==> src/rtl/mmio_store_queue_pkg.sv <==
// Shared definitions for the MMIO store queue: register offsets inside the
// 16-byte window, FSM encodings, STATUS bit positions and a STATUS packer.
package mmio_store_queue_pkg;

    // Register offsets, decoded on dataadr[3:0]
    localparam logic [3:0] MMIO_OFF_DATA   = 4'h0;
    localparam logic [3:0] MMIO_OFF_HALT   = 4'h4;
    localparam logic [3:0] MMIO_OFF_STATUS = 4'h8;
    localparam logic [3:0] MMIO_OFF_CLR    = 4'hC;

    // Halt sequencer states
    typedef enum logic [1:0] {
        ST_RUN    = 2'd0,
        ST_DRAIN  = 2'd1,
        ST_HALTED = 2'd2
    } mmio_state_e;

    // STATUS word layout; [15:0] holds the zero-extended entry count
    localparam int STAT_EMPTY_BIT    = 16;
    localparam int STAT_FULL_BIT     = 17;
    localparam int STAT_OVF_BIT      = 18;
    localparam int STAT_HALT_REQ_BIT = 19;

    function automatic logic [31:0] pack_status(input logic [15:0] count,
                                                input logic        empty,
                                                input logic        full,
                                                input logic        ovf,
                                                input logic        halt_req);
        logic [31:0] s;
        s                    = '0;
        s[15:0]              = count;
        s[STAT_EMPTY_BIT]    = empty;
        s[STAT_FULL_BIT]     = full;
        s[STAT_OVF_BIT]      = ovf;
        s[STAT_HALT_REQ_BIT] = halt_req;
        return s;
    endfunction

endpackage

==> src/rtl/mmio_store_queue_sync_fifo.sv <==
// sync_fifo: single-clock FIFO with registered storage and a combinational
// head. Push is refused only when full and not popping in the same cycle,
// so a full FIFO can accept a push alongside a pop. Async active-low reset
// clears pointers, count and storage so the head reads 0 after reset.
module sync_fifo #(
    parameter int WIDTH = 32,
    parameter int DEPTH = 8
) (
    input  logic                     clk_i,
    input  logic                     rst_ni,
    input  logic                     push_i,
    input  logic [WIDTH-1:0]         data_i,
    input  logic                     pop_i,
    output logic [WIDTH-1:0]         data_o,
    output logic                     full_o,
    output logic                     empty_o,
    output logic [$clog2(DEPTH):0]   count_o
);

    localparam int AW = $clog2(DEPTH);
    localparam logic [AW:0] DEPTH_C = (AW+1)'(DEPTH);

    logic [WIDTH-1:0] mem_q [DEPTH];
    logic [AW-1:0]    wr_ptr_q, wr_ptr_d;
    logic [AW-1:0]    rd_ptr_q, rd_ptr_d;
    logic [AW:0]      count_q, count_d;
    logic             push_ok, pop_ok;

    assign full_o  = (count_q == DEPTH_C);
    assign empty_o = (count_q == '0);
    assign count_o = count_q;
    assign data_o  = mem_q[rd_ptr_q];

    // A pop frees the head slot this edge, so a full FIFO may still take a push
    assign pop_ok  = pop_i & ~empty_o;
    assign push_ok = push_i & (~full_o | pop_ok);

    // Pointer and count next-state; pointers wrap modulo DEPTH
    always_comb begin
        wr_ptr_d = push_ok ? wr_ptr_q + AW'(1) : wr_ptr_q;
        rd_ptr_d = pop_ok  ? rd_ptr_q + AW'(1) : rd_ptr_q;
        count_d  = count_q;
        if (push_ok && !pop_ok) begin
            count_d = count_q + (AW+1)'(1);
        end else if (!push_ok && pop_ok) begin
            count_d = count_q - (AW+1)'(1);
        end
    end

    // Control state and storage; contents are discarded on reset
    always_ff @(posedge clk_i or negedge rst_ni) begin
        if (!rst_ni) begin
            wr_ptr_q <= '0;
            rd_ptr_q <= '0;
            count_q  <= '0;
            for (int i = 0; i < DEPTH; i++) begin
                mem_q[i] <= '0;
            end
        end else begin
            wr_ptr_q <= wr_ptr_d;
            rd_ptr_q <= rd_ptr_d;
            count_q  <= count_d;
            if (push_ok) begin
                mem_q[wr_ptr_q] <= data_i;
            end
        end
    end

endmodule

==> src/rtl/mmio_store_queue.sv <==
// mmio_store_queue: MMIO output peripheral beside dmem on the core data port.
// DATA stores are queued in a FIFO and drained over out_valid/out_ready; a
// HALT store drains the queue then latches halted. The core never stalls, so
// a store to a full queue is dropped and flagged in STATUS.overflow.
// Optional feature macro: MMIO_TIMESTAMP_EN -- when defined, each entry also
// carries the free-running cycle count at push time, shown on out_stamp.
module mmio_store_queue
    import mmio_store_queue_pkg::*;
#(
    parameter int          DEPTH     = 8,
    parameter logic [31:0] MMIO_BASE = 32'hFFFF_FF00
) (
    input  logic        clk,
    input  logic        reset,
    input  logic        memwrite,
    input  logic [31:0] dataadr,
    input  logic [31:0] writedata,
    output logic        is_mmio,
    output logic [31:0] rd,
    output logic        out_valid,
    output logic [31:0] out_data,
    output logic [31:0] out_stamp,
    input  logic        out_ready,
    output logic        halted
);

    localparam int CW = $clog2(DEPTH) + 1;
`ifdef MMIO_TIMESTAMP_EN
    localparam int FW = 64;
`else
    localparam int FW = 32;
`endif

    mmio_state_e state_q, state_d;
    logic        halt_req_q, halt_req_d;
    logic        overflow_q, overflow_d;

    logic [3:0]    offset;
    logic          wr_data, wr_halt, wr_clr;
    logic          push_req, pop, drop;
    logic [FW-1:0] fifo_wdata, fifo_rdata;
    logic          fifo_full, fifo_empty;
    logic [CW-1:0] fifo_count;

    // Address decode: the window is 16 bytes, matched on dataadr[31:4]
    assign offset  = dataadr[3:0];
    assign is_mmio = (dataadr[31:4] == MMIO_BASE[31:4]);
    assign wr_data = memwrite & is_mmio & (offset == MMIO_OFF_DATA);
    assign wr_halt = memwrite & is_mmio & (offset == MMIO_OFF_HALT);
    assign wr_clr  = memwrite & is_mmio & (offset == MMIO_OFF_CLR);

    // Once halted, DATA stores are silently ignored rather than counted as drops
    assign push_req = wr_data & (state_q != ST_HALTED);
    assign pop      = out_valid & out_ready;
    assign drop     = push_req & fifo_full & ~pop;

    assign rd = (is_mmio && offset == MMIO_OFF_STATUS)
              ? pack_status(16'(fifo_count), fifo_empty, fifo_full, overflow_q, halt_req_q)
              : 32'h0;

`ifdef MMIO_TIMESTAMP_EN
    logic [31:0] tstamp_q;

    // Free-running cycle counter, wraps at 2^32
    always_ff @(posedge clk or negedge reset) begin
        if (!reset) begin
            tstamp_q <= '0;
        end else begin
            tstamp_q <= tstamp_q + 32'd1;
        end
    end

    assign fifo_wdata = {tstamp_q, writedata};
    assign out_data   = fifo_rdata[31:0];
    assign out_stamp  = fifo_rdata[63:32];
`else
    assign fifo_wdata = writedata;
    assign out_data   = fifo_rdata;
    assign out_stamp  = 32'h0;
`endif

    sync_fifo #(
        .WIDTH (FW),
        .DEPTH (DEPTH)
    ) u_fifo (
        .clk_i   (clk),
        .rst_ni  (reset),
        .push_i  (push_req),
        .data_i  (fifo_wdata),
        .pop_i   (pop),
        .data_o  (fifo_rdata),
        .full_o  (fifo_full),
        .empty_o (fifo_empty),
        .count_o (fifo_count)
    );

    // Flag next-state: CLR is applied first so a same-cycle drop still sets overflow
    always_comb begin
        halt_req_d = halt_req_q | wr_halt;
        overflow_d = overflow_q;
        if (wr_clr) begin
            overflow_d = 1'b0;
        end
        if (drop) begin
            overflow_d = 1'b1;
        end
    end

    // Halt sequencer state and sticky flags
    always_ff @(posedge clk or negedge reset) begin
        if (!reset) begin
            state_q    <= ST_RUN;
            halt_req_q <= 1'b0;
            overflow_q <= 1'b0;
        end else begin
            state_q    <= state_d;
            halt_req_q <= halt_req_d;
            overflow_q <= overflow_d;
        end
    end

    // Halt sequencer next-state: DRAIN waits for an empty queue with no new push
    always_comb begin
        state_d = state_q;
        unique case (state_q)
            ST_RUN:    if (wr_halt) state_d = ST_DRAIN;
            ST_DRAIN:  if (fifo_empty && !push_req) state_d = ST_HALTED;
            ST_HALTED: state_d = ST_HALTED;
            default:   state_d = ST_RUN;
        endcase
    end

    // Sequencer and queue outputs
    always_comb begin
        halted    = (state_q == ST_HALTED);
        out_valid = ~fifo_empty;
    end

endmodule
==> config.mk <==
export PLATFORM = sky130hd
export DESIGN_NAME = mmio_store_queue
export DESIGN_NICKNAME = d
export VERILOG_FILES = /design/src/rtl/mmio_store_queue_pkg.sv /design/src/rtl/mmio_store_queue_sync_fifo.sv /design/src/rtl/mmio_store_queue.sv
export SDC_FILE = /design/constraint.sdc
export NUM_CORES = 1
export LEC_CHECK = 0
export ABC_AREA = 0
export BUFFER_PORTS_ARGS = -buffer_cell sky130_fd_sc_hd__buf_4
export CORE_ASPECT_RATIO = 0.5
export CORE_MARGIN = 3
export CORE_UTILIZATION = 35
export DETAILED_ROUTE_END_ITERATION = 16
export PLACE_DENSITY_LB_ADDON = 0.15
export RECOVER_POWER = 25
export SYNTH_ARGS = -nofsm -noshare
export SYNTH_HDL_FRONTEND = slang
export SYNTH_SLANG_ARGS = --single-unit
==> constraint.sdc <==
create_clock -name clk -period 2.8 [get_ports clk]
set_input_delay 0.56 -clock clk [delete_from_list [all_inputs] [get_ports clk]]
set_output_delay 0.56 -clock clk [all_outputs]
set_load 0.005 [all_outputs]
# ---- After elaboration in Yosys (flattened, before gate mapping)
# Cells that the tools add are included.
# Widths: inputs -> output; s select.
dict set report totals {
  out_inout_bits 99
  inputBits 68
  register_bits 270
}
dict set report classes {
  bitwise_logic 17
  muxes 14
  reduce_logical 14
  add_sub_neg 4
  n_lt_le_gt_ge 3
  n_eq_ne 10
}
# cell count
set op_table {}
lappend op_table {{$bwmux 256} 1}
lappend op_table {{$bmux 32 s3} 1}
lappend op_table {{$demux 32 s3} 1}
lappend op_table {{$mux 32} 3}
lappend op_table {{$eq 28x28->1 const B} 1}
lappend op_table {{$mux 20} 1}
lappend op_table {{$eq 4x4->1 const B} 3}
lappend op_table {{$and 1x1->1} 10}
lappend op_table {{$ge 4x4->1 const B} 2}
lappend op_table {{$logic_not 4->1} 2}
lappend op_table {{$mux 4} 2}
lappend op_table {{$not 3->4} 2}
lappend op_table {{$add 3x1->3 const B} 2}
lappend op_table {{$ne 2x2->1 const B} 3}
lappend op_table {{$pmux 2 s3} 1}
lappend op_table {{$logic_and 1x1->1} 5}
lappend op_table {{$add 4x1->4 const B} 1}
lappend op_table {{$eq 4x3->1 const B} 1}
lappend op_table {{$lt 4x1->1 const B} 1}
lappend op_table {{$mux 2} 2}
lappend op_table {{$reduce_bool 2->1} 2}
lappend op_table {{$sub 4x1->4 const B} 1}
lappend op_table {{$logic_not 1->1} 3}
lappend op_table {{$not 1->1} 3}
lappend op_table {{other kinds (6)} 8}

# ---- Longest topological paths before layout
dict set report logic_depth {
  word_depth 10
  depth_mapped 14
  mapped_depth_nobuf 14
}

# ---- By module
# A second synthesis with hierarchy kept.
dict set report hier_totals {
  hier_cells 829
  area_unflattened_um2 13055.0
}
# module n_inst area_per_inst_um2 seq_area_each_um2 cells_per_inst
set by_module_without_submodules {}
lappend by_module_without_submodules {sync_fifo 1 12139.1 6656.4 716}
lappend by_module_without_submodules {mmio_store_queue 1 915.9 100.1 113}

# ---- Least setup slack after synthesis
# No wires, ideal clock.
dict set report synth_timing {
  path_kind {input to register}
  from {input dataadr[6]}
  to {register u_fifo.count_q[3] (netlist: u_fifo.count_o[3])}
  arrival_time_ns 2.733
  cell_stages 14
  required_ns 2.674
  setup_time_ns 0.126
  path_slack_ns -0.059
  cell_sequence {nand4b_1 > nor4_4 > nand3_1 > clkinv_1 > nand3_1 > inv_1 > ha_1 > inv_1 > ha_1 > a21o_1 > a21oi_1 > xnor2_1 > nor2_1 > xnor2_1}
}
dict set report synth_between {
  elab_chain_len 8
}
# element line_no
set synth_rtl {}
lappend synth_rtl {{start, declared} mmio_store_queue.sv:16} ;# input logic [31:0] dataadr,
lappend synth_rtl {{$eq 28x28->1 (*)} mmio_store_queue.sv:47} ;# assign is_mmio = (dataadr[31:4] == MMIO_BASE[31:4]);
lappend synth_rtl {{named net is_mmio} mmio_store_queue.sv:18} ;# output logic is_mmio,
lappend synth_rtl {{$and 1x1->1 (*) (2 in series)} mmio_store_queue.sv:48} ;# assign wr_data = memwrite & is_mmio & (offset == MMIO_OFF_DATA);
lappend synth_rtl {{$and 1x1->1 (*)} mmio_store_queue.sv:53} ;# assign push_req = wr_data & (state_q != ST_HALTED);
lappend synth_rtl {{$and 1x1->1 (*)} mmio_store_queue_sync_fifo.sv:36} ;# assign push_ok = push_i & (~full_o | pop_ok);
lappend synth_rtl {{named net u_fifo.push_ok} mmio_store_queue_sync_fifo.sv:27} ;# logic push_ok, pop_ok;
lappend synth_rtl {{$logic_not 1->1} mmio_store_queue_sync_fifo.sv:45} ;# end else if (!push_ok && pop_ok) begin
lappend synth_rtl {{$logic_and 1x1->1} mmio_store_queue_sync_fifo.sv:45}
lappend synth_rtl {{$reduce_bool 2->1 (no line)} n/a}
lappend synth_rtl {{end signal, assigned} mmio_store_queue_sync_fifo.sv:62} ;# count_q <= count_d;
lappend synth_rtl {{end, declared} mmio_store_queue_sync_fifo.sv:26} ;# logic [AW:0] count_q, count_d;
# The timed path passes the listed nets; every way through them passes the cells marked *.
# A chain may end at the register's enable or synchronous reset.

# ---- Worst setup path in the final report
dict set report layout_timing {
  from {register u_fifo.rd_ptr_q[0]}
  to {output out_data[3]}
}
dict set report layout_between {
  elab_chain_len 4
}
# element line_no
set layout_rtl {}
lappend layout_rtl {{start, declared} mmio_store_queue_sync_fifo.sv:25} ;# logic [AW-1:0] rd_ptr_q, rd_ptr_d;
lappend layout_rtl {{start signal, assigned} mmio_store_queue_sync_fifo.sv:61} ;# rd_ptr_q <= rd_ptr_d;
lappend layout_rtl {{$not 3->4 (not written as such)} mmio_store_queue_sync_fifo.sv:32} ;# assign data_o = mem_q[rd_ptr_q];
lappend layout_rtl {{$bmux 32 s3} mmio_store_queue_sync_fifo.sv:32}
lappend layout_rtl {{$mux 32 (not written as such) (2 in series)} mmio_store_queue_sync_fifo.sv:32}
lappend layout_rtl {{end, declared} mmio_store_queue.sv:21} ;# output logic [31:0] out_data,
# No other way between the ends. The select of a mux whose other input is x is not followed.

==> results.sh <==
export IMPL_status="finished with violations"
export IMPL_violations="capacitance limit, slew limit, setup timing"
export IMPL_clock_path_buffers=3
export IMPL_coreArea_um2=36200
export IMPL_grt_pass1_vias=7832
export IMPL_yosys_area_top_type="dfrtp_1"
export IMPL_synth_seq_cells=270
export IMPL_critPathLaunchType="flop"
export IMPL_setup_viol=13
export IMPL_area_delta_synth_final_pct=21.3
export IMPL_synth_seq_area_share_pct=52.2
export IMPL_regArea_um2=6770
export IMPL_synth_area_per_cell_um2=15.8
export IMPL_layout_drive_gt1_share_pct=34.5
export IMPL_drv_slew=55
export IMPL_fin_total_pwr_w=0.0102
export IMPL_arrival_ns=2.26
export IMPL_syn_inst=819
export IMPL_fin_skew_ns=0.00867
export IMPL_cap_violations=1
export IMPL_cts_htree_levels=1
export IMPL_fillers=3251
export IMPL_grt_max_degree=64
export IMPL_dieHeight_um=142
export IMPL_io_pins=167
export IMPL_drt_pass1_iter_count=4
export IMPL_wl_um=29000
export IMPL_hp_class="primary input to flop"
export IMPL_dpl_instance_area_um2=14500
export IMPL_crit_required_ns=2.24
export IMPL_path_class="flop to primary output"
export IMPL_finalHoldViolCount=0
export IMPL_nets=1040
export IMPL_vias=7244
export IMPL_drtIter0Drc=301
export IMPL_powerDensity_nw_per_um2=650
export IMPL_wl_per_cell_um=19.7
export IMPL_rsz0062_at_grt="true"
export IMPL_max_freq_ghz=0.354
export IMPL_p_leak_nw=7.93
export IMPL_design_area_um2=15700
export IMPL_synth_top_area_share_pct=52.2
export IMPL_rows=49
export IMPL_dp_hpwl_um=18200
export IMPL_worstSkewPairLatency_ns=0.54
export IMPL_grt_remaining_overflow=0
export IMPL_portBuffers=110
export IMPL_syn_area_um2=12900
export IMPL_synth_edf_count=0
export IMPL_ys_async_sr_fraction_pct=100
export IMPL_crit_fanout=12
export IMPL_synthFlopType="dfrtp_1"
export IMPL_drc_errors=0
export IMPL_ys_warn_count=0
export IMPL_cts_tree="built"
export IMPL_vias_per_cell=4.94
export IMPL_cts_sinks=270
export IMPL_numCtsBuffers=27
export IMPL_min_period_over_period_pct=101
export IMPL_slew_headroom_pct=-7.20
export IMPL_fin_ws_ns=-0.0242
export IMPL_path_clk_slew_ns=0.07
export IMPL_tightest_slew_ns=1.61
export IMPL_num_antenna_cells=0
export IMPL_clockRootBuffer="clkbuf_16"
export IMPL_antenna_found_initial=0
export IMPL_grt_use_total_pct=14.8
export IMPL_die_area_um2=39500
export IMPL_start_util_pct=35.8
export IMPL_globalplace_congestion=0.705
export IMPL_synthDistinctLibCells=40
export IMPL_ir_drop_mv=0.376
export IMPL_grt_pass1_wl_um=46000
export IMPL_end_kind="primary output"
export IMPL_holdWs_ns=0.301
export IMPL_die_w_um=278
export IMPL_drt_antenna_violating_nets=0
export IMPL_final_min_clock_period_ns=2.82
export IMPL_synthTopCellsByArea="dfrtp_1, mux2_1, mux4_2"
export IMPL_multi_input_area_um2=5740
## final cells by class
type	instances	area share [%]
tap	484	3.85
timing repair buffer	160	9.95
clock inverter	16	1.62
multi-input combinational	493	36.5
sequential	270	43.1
inverter	11	0.263
clock buffer	33	4.76
## sequential cells by signal, summed over array words and instances (netlist names)
name             cells
u_fifo.mem_q       256
halt_req_q           1
overflow_q           1
u_fifo.wr_ptr_q      3
state_q              2
u_fifo.rd_ptr_q      3
u_fifo.count_o       4
## cell families after synthesis
logic type,Yosys count,share of synthesized area [%]
muxes,357,36.6
xor gates and xnor gates,8,0.541
other,1,0.0290
buffers and inverters,111,5.70
adders and majority gates,9,0.928
and+or+nand+nor,52,3.53
AOI/OAI and AO/OA,11,0.502
DFF,270,52.2
## cells in the mapped netlist (2+ instances only)
cell type	count
a21oi_1	4
nor2_1	11
mux4_2	64
nand2b_1	3
nor4b_4	4
buf_2	8
o21ai_0	4
nand2_1	6
ha_1	8
clkbuf_1	13
nand4_1	5
dfrtp_1	270
nor4_4	4
buf_4	71
nand3_1	5
nor3_1	2
buf_1	2
buf_6	6
mux2_2	49
nand4b_1	3
xnor2_1	8
mux2_1	243
inv_1	9
## critical path, stage by stage, from the launching register on
cell and delay [ns]:
dfrtp_4 0.44, buf_12 0.15, buf_12 0.17, mux4_2 0.52, mux2_2 0.29, buf_4 0.14
## worst paths after layout
| kind | startpoint | to | slack [ns] | cells after the start |
|---|---|---|---|---|
| setup / recovery | u_fifo.rd_ptr_q[0] | out_data[3] | -0.02 | 5 |
| hold / removal | writedata[2] | u_fifo.mem_q[34] | 0.30 | 2 |
| setup reg to reg | state_q[0] | u_fifo.mem_q[100] | 0.12 | 9 |
| hold reg to reg | halt_req_q | halt_req_q | 0.48 | 2 |
| max in group asynchronous | reset | u_fifo.mem_q[131] | 0.64 | 3 |
| min in group asynchronous | reset | u_fifo.mem_q[202] | 0.96 | 2 |
## cell usage in the layout (no fill, tap or decap), types with 4 or more instances in the layout
cell       instances
dfrtp_1          267
mux2_1           243
buf_4            119
mux4_2            64
conb_1            56
mux2_2            35
clkbuf_16         28
buf_12            22
mux2_4            14
buf_6             14
nor2_1            11
inv_1              9
clkinv_2           9
xnor2_1            8
ha_1               8
bufinv_16          7
nand2_1            6
nand4_1            5
clkbuf_8           5
o21ai_0            4
nor4b_4            4
nor4_4             4
nand3_1            4
## power by group
part	leakage, nW	total (W)	internal, W	switching [W]
sequential	3.75	0.00410	0.00397	0.000125
clock	0.504	0.00408	0.00254	0.00154
combinational	3.68	0.00204	0.000984	0.00105
total	7.93	0.0102	0.00749	0.00272
## repair_timing
item | in CTS | in global routing
endpoints found under the hold margin | 51 | 0
cloned | 0 | 1
endpoints found under the setup margin | 32 | 46
setup buffers | 5 | 1
pin swaps | 0 | 2
hold buffers | 1 | 0
resized for setup | 27 | 6
## metrics by stage
stage | setup slack, ns | utilization (%) | instances | setup TNS (ns)
floorplan | 0.0209 | - | 874 | 0
global placement | -0.00675 | 40.1 | 1410 | -0.00819
detailed placement | -0.0603 | 40.1 | 1410 | -0.761
CTS | -0.0744 | 43.3 | 1465 | -1.03
global route | -0.0970 | 43.4 | 1467 | -1.73
finish | -0.0242 | 43.4 | 1467 | -0.119
## metal layers
| metal | part of all wire [%] | up-vias | GRT usage (%) |
|---|---|---|---|
| li1 | - | 3219 | - |
| met1 | 47 | 3871 | 21.1 |
| met2 | 48 | 120 | 24.8 |
| met3 | 3.4 | 34 | 2.16 |
| met4 | 1.4 | 0 | 2.38 |
| met5 | 0 | - | 0 |
No activity file was read; power rests on OpenSTA's default activity.
